--- config.mk ---
export PLATFORM = sky130hd
export DESIGN_NAME = ysyx_23060025_lsu
export DESIGN_NICKNAME = d
export VERILOG_FILES = /design/src/rtl/ysyx_23060025_lsu.sv
export SDC_FILE = /design/constraint.sdc
export NUM_CORES = 1
export LEC_CHECK = 0
export CORE_MARGIN = 2
export CORE_UTILIZATION = 36
export DETAILED_ROUTE_END_ITERATION = 10
export GPL_TIMING_DRIVEN = 0
export PLACE_DENSITY = 0.82
export SLEW_MARGIN = 20
export SYNTH_ARGS = -nofsm -noshare
export SYNTH_HDL_FRONTEND = slang
export SYNTH_SLANG_ARGS = --single-unit
--- constraint.sdc ---
create_clock -name clk -period 2 [get_ports clk]
set_input_delay 0.3 -clock clk [delete_from_list [all_inputs] [get_ports clk]]
set_output_delay 0.3 -clock clk [all_outputs]
set_load 0.02 [all_outputs]
--- src/rtl/ysyx_23060025_lsu.sv ---
// Load/store unit: takes one EXU request at a time, issues a single-cycle
// SRAM read or write strobe, and returns an extended load result or an
// error flag to the WBU with a valid/ready handshake.
module ysyx_23060025_lsu #(
    parameter int ADDR_LEN = 32,
    parameter int DATA_LEN = 32
) (
    input  logic                clk,
    input  logic                rstn,
    input  logic                in_valid,
    output logic                in_ready,
    input  logic                mem_ren_i,
    input  logic                mem_wen_i,
    input  logic [2:0]          funct3_i,
    input  logic [ADDR_LEN-1:0] addr_i,
    input  logic [DATA_LEN-1:0] wdata_i,
    output logic                out_valid,
    input  logic                out_ready,
    output logic [DATA_LEN-1:0] rdata_o,
    output logic                err_o,
    output logic                sram_ren,
    output logic [ADDR_LEN-1:0] sram_raddr,
    output logic                sram_wen,
    output logic [ADDR_LEN-1:0] sram_waddr,
    output logic [DATA_LEN-1:0] sram_wdata,
    output logic [7:0]          sram_wmask,
    input  logic [DATA_LEN-1:0] sram_rdata
);

    typedef enum logic [1:0] {IDLE, RD_WAIT, RESP} state_t;

    state_t              state, state_nx;
    logic [2:0]          f3_q;
    logic [1:0]          off_q;
    logic                accept, is_load, is_store;
    logic                f3_legal, misalign, req_err;
    logic                do_rd, do_wr;
    logic [3:0]          wmask_base;
    logic [7:0]          ld_byte;
    logic [15:0]         ld_half;
    logic [DATA_LEN-1:0] ld_ext;

    // in_ready folds in rstn so nothing is accepted while reset is held
    assign in_ready  = rstn & (state == IDLE);
    assign out_valid = (state == RESP);
    assign accept    = in_valid & in_ready;
    // a request flagged as both load and store is handled as a store
    assign is_store  = mem_wen_i;
    assign is_load   = mem_ren_i & ~mem_wen_i;

    // decode access size, legality and alignment of the incoming request
    always_comb begin
        f3_legal   = 1'b0;
        misalign   = 1'b0;
        wmask_base = 4'b0000;
        case (funct3_i)
            3'b000: begin f3_legal = 1'b1;      wmask_base = 4'b0001; end
            3'b001: begin f3_legal = 1'b1;      wmask_base = 4'b0011; misalign = addr_i[0]; end
            3'b010: begin f3_legal = 1'b1;      wmask_base = 4'b1111; misalign = |addr_i[1:0]; end
            3'b100: begin f3_legal = ~is_store; wmask_base = 4'b0001; end
            3'b101: begin f3_legal = ~is_store; wmask_base = 4'b0011; misalign = addr_i[0]; end
            default: f3_legal = 1'b0;
        endcase
    end

    // requests with no memory operation never raise an error
    assign req_err = (is_load | is_store) & (~f3_legal | misalign);
    assign do_rd   = accept & is_load  & ~req_err;
    assign do_wr   = accept & is_store & ~req_err;

    // SRAM strobes live only in the accept cycle; buses are zero otherwise
    assign sram_ren   = do_rd;
    assign sram_raddr = do_rd ? {addr_i[ADDR_LEN-1:2], 2'b00} : '0;
    assign sram_wen   = do_wr;
    assign sram_waddr = do_wr ? {addr_i[ADDR_LEN-1:2], 2'b00} : '0;
    assign sram_wdata = do_wr ? (wdata_i << {addr_i[1:0], 3'b000}) : '0;
    assign sram_wmask = do_wr ? {4'b0000, wmask_base << addr_i[1:0]} : 8'h00;

    // pick the addressed lane of the returned word and extend it
    always_comb begin
        ld_byte = sram_rdata[{off_q, 3'b000} +: 8];
        ld_half = sram_rdata[{off_q[1], 4'b0000} +: 16];
        case (f3_q)
            3'b000:  ld_ext = {{(DATA_LEN-8){ld_byte[7]}}, ld_byte};
            3'b100:  ld_ext = {{(DATA_LEN-8){1'b0}}, ld_byte};
            3'b001:  ld_ext = {{(DATA_LEN-16){ld_half[15]}}, ld_half};
            3'b101:  ld_ext = {{(DATA_LEN-16){1'b0}}, ld_half};
            default: ld_ext = sram_rdata;
        endcase
    end

    // next state: loads wait one cycle for SRAM data, everything else responds at once
    always_comb begin
        state_nx = state;
        case (state)
            IDLE:    if (accept) state_nx = do_rd ? RD_WAIT : RESP;
            RD_WAIT: state_nx = RESP;
            RESP:    if (out_ready) state_nx = IDLE;
            default: state_nx = IDLE;
        endcase
    end

    // state register; reset abandons any in-flight access
    always_ff @(posedge clk or negedge rstn) begin
        if (!rstn) state <= IDLE;
        else       state <= state_nx;
    end

    // request capture and response data; held untouched through RESP
    always_ff @(posedge clk or negedge rstn) begin
        if (!rstn) begin
            f3_q    <= 3'b000;
            off_q   <= 2'b00;
            rdata_o <= '0;
            err_o   <= 1'b0;
        end else if (accept) begin
            f3_q    <= funct3_i;
            off_q   <= addr_i[1:0];
            rdata_o <= '0;
            err_o   <= req_err;
        end else if (state == RD_WAIT) begin
            rdata_o <= ld_ext;
        end
    end

endmodule

### After elaboration in Yosys (flattened, before gate mapping)

Cells that the tools add are included.

* output and inout port bits: 141
* bits in registers: 40

* muxes and demuxes: 14
* shift-type cells: 4
* bitwise gates (word level): 13
* equal/unequal tests: 11
* reduce and logical (&&, ||, !) cells: 10

Operators by type and width (count)
* two-way mux 32 bit: 5
* one-hot mux 32 bit (4 select lines): 1
* variable part select 32 x 6 -> 16 bit: 1
* variable part select 32 x 6 -> 8 bit: 1
* << shifter 32 x 5 -> 32 bit: 1
* equality test 3 bit, second input constant: 4
* one-hot mux 4 bit (3 select lines): 1
* AND 1 bit: 8
* OR reduction 2 bit: 4
* equality test 3 x 1 -> 1 bit, second input constant: 2
* zero test 3 bit: 2
* two-way mux 2 bit: 3
* one-hot mux 2 bit (3 select lines): 1
* two-way mux 4 bit: 1
* one-hot mux 1 bit (2 select lines): 2
* << shifter 4 x 2 -> 4 bit: 1
* equality test 3 x 2 -> 1 bit, second input constant: 1
* inverter 1 bit: 3
* OR reduction 3 bit: 1
* equality test 2 x 1 -> 1 bit, second input constant: 1
* equality test 2 bit, second input constant: 1
* zero test 2 bit: 1
* inequality test 2 x 1 -> 1 bit, second input constant: 1
* inequality test 2 bit, second input constant: 1
* other kinds (3): 4

### Depth between registers and ports, before layout

* word-level depth: 11
* gate-level depth with buffers: 6

### Least setup slack after synthesis

OpenSTA, ideal clock, no wires.

* kind: reg-to-output
* start: register state[0]
* end: output sram_wdata[6]
* path buffers: 2
* stages on the path, launching flop included: 6
* data arrival time: 1.997 ns
* data required time: 1.700 ns
* slack: -0.297 ns
* path through: dfrtp_1 nor4bb_1 buf_2 o211ai_2 buf_2 nor4b_1

* word-level cells in the longest chain between the ends: 6

Ends and longest elaborated chain
* start, declared: RTL line 32 `state_t state, state_nx;`
* start signal, assigned: RTL line 106 `else state <= state_nx;`
* zero test 2 bit: RTL line 44 `assign in_ready = rstn & (state == IDLE);`
* AND 1 bit: RTL line 44
* AND 1 bit: RTL line 46 `assign accept = in_valid & in_ready;`
* AND 1 bit (2 in a row): RTL line 69 `assign do_wr = accept & is_store & ~req_err;`
* two-way mux 32 bit: RTL line 76 `assign sram_wdata = do_wr ? (wdata_i << {addr_i[1:0], 3'b000}) : '0;`
* end, declared: RTL line 25 `output logic [DATA_LEN-1:0] sram_wdata,`

Every way passes these cells.

### Worst setup path after layout

* start: register state[0]
* end: output sram_wdata[0]

Same word-level chain as after synthesis.

==> impl_summary.txt <==
----------------------------------------------------
[Clocking]
  Number of clock sinks seen by CTS ... 40
  Clock tree root buffer cell ... sky130_fd_sc_hd__clkbuf_8
  TritonCTS Buffers ... 5
  Clk buf depth ... 2
  TritonCTS clock tree ... built
  Clock transition at the registers of the reported paths ... 0.08 ns
  Depth of the CTS H-tree ... 2
  Clock latency on the worst-skew pair ... 0.30 ns

[Power and ir drop]
  Ratio of total power to cell area ... 414.6 nW/um^2
  Reg power frac ... 31.6%
  Switching part of the total power ... a little over a third
  Clock power frac ... a little over a fifth
  Static Leak ... 3.054 nW
  Worst ir drop on vdd ... around 400 uV
  Combinational cell fraction of total power ... 46.4%
  Switching pwr ... roughly 1.1 mW
  Total internal power ... approximately 1.9 mW

[Run]
  Max-cap violation count ... 0

[Floorplan]
  Placement Rows ... 36
  Total die area ... roughly 11000 um^2
  Area of the core region ... approximately 9600 um^2
  I/O pin total ... around 250
  Starting Density ... 36.66%
  Width of the chip ... 103.1 um
  Die height ... ~100 um

[Worst setup path]
  Critical path fanouts, max ... 7
  Cell Chain, Critical Path ... nor4bb_4, buf_4, o211ai_4, buf_4, nor4b_2, buf_4
  CP Class ... flop to output port
  Number of buffer and inverter instances along the worst setup path ... 3
  Worst path max stage delay ... roughly 0.43 ns
  Reg2Reg Depth ... 5
  Number of stages on the worst setup path ... 6
  Crit path max-delay cell type ... sky130_fd_sc_hd__dfrtp_2
  Type of origin of the critical path ... flop
  Required time of the critical path ... 1.70 ns
  Most frequent cell on the critical path ... sky130_fd_sc_hd__buf_4
  Sort of element at the end of the critical path ... output port
  Crit path arrival time ... 1.94 ns
  Top cell family by delay on the critical path ... buffers and inverters

[GRT]
  Maximum number of pins on one net before global-route repair ... 16
  Antenna violations before repair ... 0
  Vias in the first global route ... 4682
  Gr usage total ... 28.94%
  First-pass GRT wire length ... 24.47 mm
  Gr ovfl total ... 0

[Drt]
  Number of remaining DRC errors ... 0
  Vias per std cell ... between 5 and 6
  Routed via count ... ~4600
  WL/cell ... 19.00 um
  Final Routed Wirelength ... between 15 and 20 mm
  Final ANT Viol Nets ... 0
  Violation count after the first detailed-route iteration ... 238
  First-pass iteration count of the detailed router ... 7

[Timing]
  Final Hold Viols ... 0
  Final Cycle Share ... 112.2%
  RSZ-0062 raised after global routing ... yes
  Max Clock Freq ... 445.4 MHz
  Normalized max-slew margin ... 56.24%
  Worst Tran Pin Value ... ~0.65 ns
  Worst Slack Setup Final ... -0.2449 ns
  Clock Skew ... 0.008846 ns
  Max Slew Vio Count ... 0
  Final Setup Violations ... between 90 and 100
  Final worst path period need ... between 2 and 2.5 ns

[Synth]
  Dominant register cell in the synthesized netlist ... sky130_fd_sc_hd__dfrtp_1
  Leading cell types by total area after synthesis ... sky130_fd_sc_hd__dfrtp_1 28%, sky130_fd_sc_hd__and2_1 11%, sky130_fd_sc_hd__mux2i_1 7.1%, sky130_fd_sc_hd__o21ai_0 5.2%, sky130_fd_sc_hd__a211oi_1 3.8%
  Yosys warnings ... 0
  Synth unique cells ... 52
  Synth async-reset ratio ... 100.0%
  Post-Syn Area ... 3533 um^2
  Proportion of netlist area held by the largest area contributor ... 28.33%
  Most area-hungry cell type in the Yosys netlist ... sky130_fd_sc_hd__dfrtp_1
  Number of synthesized flops with an enable pin ... 0
  Sequential-to-total area share from yosys stat ... 28.33%
  Syn Area/Cell ... around 8.1 um^2
  Gate count of the mapped netlist ... 434
  Register bit total from synthesis ... 40

[Cells and area]
  Final cell area excluding filler cells ... 7113 um^2
  Net count, final ... just over 800
  Most common cell after layout, fill and taps aside ... sky130_fd_sc_hd__clkdlybuf4s50_1
  Layout Area Growth over Synthesis ... 101.3%
  Core occupancy in the finished layout ... between 70% and 80%
  Highest-count cells in the layout ignoring fill and taps ... 130 x sky130_fd_sc_hd__clkdlybuf4s50_1, 88 x sky130_fd_sc_hd__buf_6, 57 x sky130_fd_sc_hd__and2_4
  Layout cell share with drive strength beyond 1 ... 39.64%
  Antenna fix cells ... 0

[Placement]
  I/O Buffers ... ~240
  Post-DP HPWL ... 11.29 mm
  Total cell area at the placement stage ... 6182 um^2
  Routability-driven placement congestion ratio ... 0.9313

[Worst hold path]
  Min-delay worst type ... primary input to async pin

[Status]
  Violated checks ... setup timing
  Run status ... finished, violations left

----------------------------------------------------
[power by group through the flow]
stage,Combinational (mW),Sequential (mW),Clock [mW]
after global placement,1.20,0.943,0
after CTS,1.33,0.931,0.649
after floorplan,0.610,0.997,0
final,1.37,0.933,0.647
after global routing,1.46,0.942,0.678
after detailed placement,1.22,0.948,0
[path summary, 6_finish.rpt]
| kind | startpoint | to | slack [ns] |
|---|---|---|---|
| setup / recovery | state[0] | sram_wdata[0] | -0.24 |
| hold / removal | rstn | rdata_o[31] | 0.03 |
| setup reg to reg | state[1] | rdata_o[30] | 0.11 |
| hold reg to reg | err_o | err_o | 0.50 |
| max in group asynchronous | rstn | state[0] | 0.94 |
| min in group clk | funct3_i[0] | f3_q[0] | 0.31 |
[kinds of logic after synthesis]
| kind of cell | after synthesis | synth area share [%] |
|---|---|---|
| buffers and inverters | 64 | 8.782 |
| DFF | 40 | 28.33 |
| muxes | 29 | 8.676 |
| AOI/OAI and AO/OA | 130 | 26.38 |
| and+or+nand+nor | 170 | 27.73 |
| other | 1 | 0.1061 |
[flip-flops by register name (all words and copies together) (netlist names)]
register / flops
f3_q: 3
rdata_o: 32
state: 2
off_q: 2
err_o: 1
[repair_timing]
| item | CTS | global route |
|---|---|---|
| resized for setup | 709 | 40 |
| endpoints found under the setup margin | 100 | 120 |
| hold buffers | 2 | 0 |
| gates cloned | 10 | 0 |
| pin swaps | 36 | 13 |
| hold endpoints to repair | 15 | 0 |
| buffers inserted | 18 | 3 |
[metrics by stage]
stage	worst slack [ns]	std cells	hold WS (ns)	power, mW	setup TNS, ns
5_1_grt	-0.3369	847	0.03953	3.080	-25.29
2_1_floorplan	-0.1214	441	0.004409	1.607	-0.8029
3_3_place_gp	-2.464	810	0.4740	2.145	-289.18
3_5_place_dp	-1.274	811	0.2409	2.169	-105.00
6_report	-0.2449	847	0.03209	2.949	-17.83
4_1_cts	-0.2849	846	0.03603	2.912	-16.81
[layer usage]
metal  GRT usage [%]  part of all wire (%)  vias to the layer above
li1                -                     -                     2120
met1           35.09                    38                     2226
met2           52.70                    51                      260
met3           5.898                   8.6                       28
met4           6.377                   1.9                        0
met5               0                     0                        -
[area by class of cell]
class | count | area, um^2
buffer | 48 | 319.1
clock buffer | 6 | 72.57
clock inverter | 2 | 35.03
fill | 687 | 2526
inverter | 13 | 51.30
multi-input combinational | 339 | 2736
sequential | 40 | 1003
tap | 133 | 166.4
timing repair buffer | 266 | 2729
[synthesized netlist by cell type (10+ instances only)]
library cell,instances
sky130_fd_sc_hd__clkbuf_1,27
sky130_fd_sc_hd__a21oi_1,10
sky130_fd_sc_hd__nor2_1,32
sky130_fd_sc_hd__and2_1,60
sky130_fd_sc_hd__o21ai_0,37
sky130_fd_sc_hd__dfrtp_1,40
sky130_fd_sc_hd__nand2_1,27
sky130_fd_sc_hd__o211ai_1,18
sky130_fd_sc_hd__nor2b_1,12
sky130_fd_sc_hd__inv_1,10
sky130_fd_sc_hd__mux2i_1,25
sky130_fd_sc_hd__a211oi_1,18
Power figures use the tool's default switching activity.
